[config.mk]
export PLATFORM = sky130hd
export DESIGN_NAME = enigma_rotor_stage
export DESIGN_NICKNAME = d
export VERILOG_FILES = /design/src/rtl/enigma_rotor_stage.sv
export SDC_FILE = /design/constraint.sdc
export NUM_CORES = 1
export LEC_CHECK = 0
export ABC_AREA = 1
export CAP_MARGIN = 20
export CORE_MARGIN = 2
export CORE_UTILIZATION = 30
export DETAILED_ROUTE_END_ITERATION = 6
export PLACE_DENSITY = 0.7
export SYNTH_ARGS = -nofsm -noshare
export SYNTH_HDL_FRONTEND = slang
export SYNTH_SLANG_ARGS = --single-unit
[constraint.sdc]
create_clock -name clk -period 6.9 [get_ports clk]
set_clock_uncertainty 0.1 [all_clocks]
set_input_delay 1.725 -clock clk [delete_from_list [all_inputs] [get_ports clk]]
set_output_delay 1.725 -clock clk [all_outputs]
set_load 0.05 [all_outputs]
[src/rtl/enigma_rotor_stage.sv]
`default_nettype none
// ============================================================================
//  Module      : enigma_rotor_stage
//  Description : Pipelined Enigma rotor stage. Holds a rotor position and
//                applies position-offset wiring substitution to a stream of
//                letter indices over a valid/ready handshake, with a single
//                registered output stage. Produces a one-cycle notch carry
//                for chaining stages into an odometer-stepping rotor bank.
//                Optional macro ENIGMA_ROTOR_REVERSE_EN adds the dir_rev
//                input and the inverse-wiring return path.
//  Revision    : 1.0 - initial release
// ============================================================================
module enigma_rotor_stage #(
    parameter int ALPHA = 26,
    parameter int W     = 8
) (
    input  logic                 clk,
    input  logic                 rst,
    input  logic [ALPHA*W-1:0]   wiring,
    input  logic [W-1:0]         notch,
    input  logic                 load_en,
    input  logic [W-1:0]         load_pos,
    input  logic                 step_in,
    input  logic                 in_valid,
    input  logic [W-1:0]         in_idx,
`ifdef ENIGMA_ROTOR_REVERSE_EN
    input  logic                 dir_rev,
`endif
    output logic                 in_ready,
    output logic                 out_valid,
    input  logic                 out_ready,
    output logic [W-1:0]         out_idx,
    output logic                 out_err,
    output logic [W-1:0]         pos,
    output logic                 carry_out
);

    // ALPHA in the widened (W+1) domain for sums, and in the W domain for
    // wrap-around corrections whose true result is known to fit in W bits.
    localparam logic [W:0]   c_ALPHA_X = (W+1)'(ALPHA);
    localparam logic [W-1:0] c_ALPHA_W = W'(ALPHA);
    localparam logic [W-1:0] c_LAST    = W'(ALPHA - 1);

    logic [W-1:0] r_pos;
    logic         r_out_valid;
    logic [W-1:0] r_out_idx;
    logic         r_out_err;
    logic         r_carry;

    logic [W-1:0] w_tab [ALPHA];
    logic [W:0]   w_sum;
    logic [W:0]   w_e;
    logic [W-1:0] w_sel;
    logic         w_in_bad;
    logic         w_fwd_bad;
    logic [W-1:0] w_fwd_idx;
    logic         w_res_err;
    logic [W-1:0] w_res_idx;
    logic         w_accept;
    logic [W-1:0] w_load_mod;

    // Unpack the wiring bus; entry 0 sits at the MSBs.
    generate
        for (genvar gk = 0; gk < ALPHA; gk++) begin : g_tab
            assign w_tab[gk] = wiring[(ALPHA-gk)*W-1 -: W];
        end
    endgenerate

    assign in_ready = !r_out_valid || out_ready;
    assign w_accept = in_valid && in_ready;

    // Forward path: offset entry point, table lookup, remove the offset again.
    always_comb begin
        w_sum    = {1'b0, in_idx} + {1'b0, r_pos};
        w_e      = (w_sum >= c_ALPHA_X) ? (w_sum - c_ALPHA_X) : w_sum;
        w_in_bad = ({1'b0, in_idx} >= c_ALPHA_X);
        // Mux over legal entries only, so an out-of-range e never indexes past the table.
        w_sel = '0;
        for (int k = 0; k < ALPHA; k++) begin
            if (w_e == (W+1)'(k)) begin
                w_sel = w_tab[k];
            end
        end
        w_fwd_bad = ({1'b0, w_sel} >= c_ALPHA_X);
        // The result is < ALPHA, so W-bit wrap-around arithmetic is exact here.
        w_fwd_idx = (w_sel >= r_pos) ? (w_sel - r_pos) : (w_sel - r_pos + c_ALPHA_W);
    end

`ifdef ENIGMA_ROTOR_REVERSE_EN
    logic         w_rev_hit;
    logic [W-1:0] w_rev_k;
    logic [W-1:0] w_rev_idx;

    // Return path: priority-encode the lowest entry whose value equals j.
    always_comb begin
        w_rev_hit = 1'b0;
        w_rev_k   = '0;
        for (int k = ALPHA - 1; k >= 0; k--) begin
            if ({1'b0, w_tab[k]} == w_e) begin
                w_rev_hit = 1'b1;
                w_rev_k   = W'(k);
            end
        end
        w_rev_idx = (w_rev_k >= r_pos) ? (w_rev_k - r_pos) : (w_rev_k - r_pos + c_ALPHA_W);
    end

    // Select direction and fold in the error conditions.
    always_comb begin
        if (dir_rev) begin
            w_res_err = w_in_bad || !w_rev_hit;
            w_res_idx = w_rev_idx;
        end else begin
            w_res_err = w_in_bad || w_fwd_bad;
            w_res_idx = w_fwd_idx;
        end
        if (w_res_err) begin
            w_res_idx = '0;
        end
    end
`else
    // Fold in the error conditions; an erroring result reports index 0.
    always_comb begin
        w_res_err = w_in_bad || w_fwd_bad;
        w_res_idx = w_res_err ? '0 : w_fwd_idx;
    end
`endif

    // Reduce a loaded position that is at most one alphabet length too large.
    always_comb begin
        w_load_mod = ({1'b0, load_pos} >= c_ALPHA_X) ? (load_pos - c_ALPHA_W) : load_pos;
    end

    // Output register: capture on accept, drop valid on transfer, hold while stalled.
    always_ff @(posedge clk) begin
        if (rst) begin
            r_out_valid <= 1'b0;
            r_out_idx   <= '0;
            r_out_err   <= 1'b0;
        end else if (w_accept) begin
            r_out_valid <= 1'b1;
            r_out_idx   <= w_res_idx;
            r_out_err   <= w_res_err;
        end else if (out_ready) begin
            r_out_valid <= 1'b0;
        end
    end

    // Rotor position and notch carry; load has priority over step.
    always_ff @(posedge clk) begin
        if (rst) begin
            r_pos   <= '0;
            r_carry <= 1'b0;
        end else if (load_en) begin
            r_pos   <= w_load_mod;
            r_carry <= 1'b0;
        end else if (step_in) begin
            r_pos   <= (r_pos == c_LAST) ? '0 : (r_pos + 1'b1);
            r_carry <= (r_pos == notch);
        end else begin
            r_carry <= 1'b0;
        end
    end

    assign out_valid = r_out_valid;
    assign out_idx   = r_out_idx;
    assign out_err   = r_out_err;
    assign pos       = r_pos;
    assign carry_out = r_carry;

endmodule
`default_nettype wire
==> out/metrics.sh <==
WORST_PATH_MAX_DELAY_CELL='fa_2'
CLK_PIN_SLEW_PS=60
HOLD_END='out_idx[1]'
LAYOUT_MIN_CYCLE_TIME_PS=7450
DRC=0
SYN_AREA_PER_CELL_UM2=5.64
POSTROUTEANTENNANETS=0
SYNTH_FF_TYPE='dfxtp_1'
MAX_TRANSITION_VIOLS_FINAL=0
SYNTH_UNIQUE_CELLS=53
FP.DIEH_UM=133
POST_SYNTH_INST_COUNT=881
GLOBALROUTE.BUSIESTLAYER='met2'
CLKPWRFRAC=0.056
TIMING.CRITICAL_PATH.TO_TYPE='flop'
PLACEMENTROWS=47
TOTAL_POWER_mW=2.24
SIGNED_AREA_CHANGE_FROM_THE_SYNTHESIZED_NETLIST_TO_THE_FINAL_LAYOUT_PCT=107
DRIVE_GT1_FRAC=0.328
PLACE_WS_PS=-1390
HOLDBUFCOUNTCTS=0
INITIAL_CORE_UTILIZATION=0.303
WORST_HOLD_PATH_CELL_COUNT=2
BUFFER_CELL_DRIVING_THE_CLOCK_TREE_ROOT='clkbuf_16'
FINALHOLDVIOLCOUNT=0
ROUTED_VIA_DENSITY=4.97
RRSETUPSLACK_PS=640
GLOBAL_ROUTE.USAGE.MET2=0.511
TOTAL_SWITCHING_POWER_mW=1.09
CAP_VIOL_MAX_COUNT=0
YS.WARNINGS.COUNT=0
SETUP_WS_PS=-548
DRT-TOTAL-WL_UM=25500
DIE_W_UM=133
ROUTE.VIAS.TOTAL=7846
FINALWEIGHTEDCONGESTION=0.955
PORT_BUFFERS=257
ACHIEVABLE-FREQUENCY_MHz=134
SW_RATIO=0.485
CTS_BUFS_INSERTED=3
POST_SYNTH_INSTANCE_AREA_MM2=0.00497
CP_COMMON_CELL='buf_4'
CP_DATA_REQUIRED_TIME_PS=6930
ARRIVAL_PS=7480
TRITONCTS_NUM_SINKS=19
CRITPATHTOPFAMILY='simple AND/OR/NAND/NOR gates'
GLOBALROUTEMET3UTIL=0.0421
HOLD_PATH.CLASS='flop to flop'
CTS.HTREE.LEVELS=1
LAYOUT_COMMONEST_CELL='clkdlybuf4s50_1'
GRTUSAGETOTAL=0.273
WORST_SETUP_PATH_START_KIND='input pin'
DRTPASS1ITERATIONS=5
WORST_SKEW_PAIR.LATE_LATENCY_PS=260
VDD.IR_DROP.WORST_mV=0.197
LAYOUT.FILLER_CELLS=1481
YS_FF_LATCH=19
CP.BUFFERS_INVERTERS=9
DETAIL_ROUTE.ITER0.VIOLATIONS=354
DESIGN.CORE.AREA_MM2=0.0164
GRT_START_MAX_NET_PINS=19
DESIGN.DIE.AREA_MM2=0.0176
VIA_COUNT_OF_THE_FIRST_GLOBAL_ROUTING_PASS=7872
YOSYSSEQAREASHARE=0.0766
CRIT_FANOUT=8
WL_PER_CELL_UM=16.1
CRITICAL_PATH_CLASS='input pin to flop'
POST_SYN_NETS=1142
TRITONCTS='done'
CPPEAKSTAGEDELAY_PS=450
R2R_CELLS=40
NUMBER_OF_ANTENNA_VIOLATIONS_AT_THE_FIRST_CHECK_IN_GLOBAL_ROUTING=6
WORST-SLEW-PIN-TRANSITION_PS=769
TIMING.MAX_SLEW.REL_SLACK=0.486
TOP_LIBRARY_CELLS_BY_USAGE_IN_THE_LAYOUT_FILL_AND_TAPS_ASIDE='clkdlybuf4s50_1, nand2_1, buf_4'
GRT_PASS1_WL_UM=39100
SYNTH-ASYNC-RESET-RATIO=0
POWER.INTERNAL_mW=1.15
POWER.SHARE.SEQUENTIAL=0.058
IO_PINS=258
MIN_PERIOD_OVER_PERIOD=1.08
GR-USAGE-MET1=0.319
FINAL_NETS=1617
DP_HPWL_UM=20500
CLOCK_TREE.BUFFER_DEPTH=2
OVERFLOW=0
SYNTH_EDF_COUNT=0
MIN-DELAY-START='out_idx[1]'
VIOLATIONS='negative setup slack'
R2R-END='out_idx[7]'
RSZ0062_AT_GRT='true'
WORST_R2R_STARTPOINT='pos[0]'
LEAKAGE_nW=4.62
STATUS='finished, violations left'
POWERDENSITY_mW_PER_MM2=218
REPORT.FINAL.SETUP_VIOL=7
POWER.COMBINATIONAL.FRACTION=0.887
## state kept, by name, summed over array words and instances, names as in the netlist
| name | flops |
|---|---|
| out_valid | 1 |
| out_err | 1 |
| pos | 8 |
| carry_out | 1 |
| out_idx | 8 |
## kinds of logic (layout without fill, tap and decap cells)
group	count (synthesis)	after routing	share of synthesized area
multiplexers	1	1	0.00202
XOR/XNOR	24	24	0.0423
AO/OA/AOI/OAI	129	129	0.167
AND/OR/NAND/NOR	552	553	0.543
adder cells (fa/ha/maj)	23	23	0.0610
buffers and inverters	133	606	0.108
flip-flops	19	19	0.0766
other	0	4	0
## cells in the mapped netlist (4+ instances only)
cell type	number	area (µm²)
a21oi_1	51	255
a21oi_2	7	61.3
a221oi_1	13	114
a31oi_1	6	37.5
clkbuf_1	4	15.0
dfxtp_1	19	380
ha_1	21	263
inv_1	115	432
inv_2	7	26.3
nand2_1	253	950
nand2_2	22	138
nand3_1	67	335
nand3_2	15	150
nand4_1	39	244
nor2_1	77	289
nor2_2	10	62.6
nor2_4	5	56.3
nor3_1	25	125
nor4_1	7	43.8
o211ai_1	7	52.6
o21ai_0	19	95.1
o21ai_1	6	30.0
o221ai_1	5	43.8
or2_2	14	87.6
xnor2_1	6	52.6
xor2_1	18	158
## what timing repair did
action / CTS / global route
pin swaps: 82 / 42
gates resized for setup: 116 / 59
buffers inserted: 26 / 11
cloned: 0 / 1
endpoints found under the setup margin: 9 / 9
## tightest hold or removal path: cells and delay by family (launching register included)
kind | cells | cell delay, ps
AOI/OAI and AO/OA | 1 | 50
DFF | 1 | 310
and+or+nand+nor | 1 | 70
## power groups by stage
stage / combinational [mW] / clock (mW) / sequential, mW
after floorplan: 0.811 / 0 / 0.163
after global placement: 1.51 / 0 / 0.129
after detailed placement: 1.52 / 0 / 0.130
after CTS: 1.76 / 0.124 / 0.129
after global routing: 2.14 / 0.125 / 0.130
final: 1.99 / 0.125 / 0.129
## routing by layer
layer / vias to the layer above / share of wire
li1: 3914 / -
met1: 3536 / 0.39
met2: 331 / 0.50
met3: 61 / 0.072
met4: 4 / 0.035
met5: - / 0.00090
## how the worst max path moves through the flow
| stage | endpoint | cells after the start | startpoint | slack [ps] |
|---|---|---|---|---|
| floorplan | out_idx[7] | 40 | in_idx[0] | -40 |
| detailed placement | out_idx[7] | 43 | in_idx[0] | -1390 |
| CTS | out_idx[7] | 40 | in_idx[0] | -420 |
| finish | out_idx[7] | 41 | in_idx[0] | -550 |
| global route | out_idx[6] | 64 | in_idx[0] | -930 |
| global placement | out_idx[7] | 44 | in_idx[0] | -1340 |
## final cells by class
class / instances / area (µm²) / area share
clock buffers: 3 / 75.1 / 0.00731
clock inverters: 1 / 5.00 / 0.000487
flip-flops and latches: 19 / 380 / 0.0370
diodes: 4 / 10.0 / 0.000975
well taps: 220 / 275 / 0.0268
inverters: 122 / 465 / 0.0453
multi-input cells: 730 / 4760 / 0.463
repair buffers: 480 / 4300 / 0.419
## stage by stage
step	std cells	util	hold WS, ps	TNS [ps]	instance area, µm²
after CTS	1564	0.605	372	-2170	9920
after global routing	1579	0.626	388	-6420	10300
after global placement	1534	0.562	368	-9240	9220
final	1579	0.626	373	-3370	10300
after floorplan	881	-	607	-72.6	5050
after detailed placement	1534	0.562	369	-9700	9220
(Power assumes the default switching activity.)
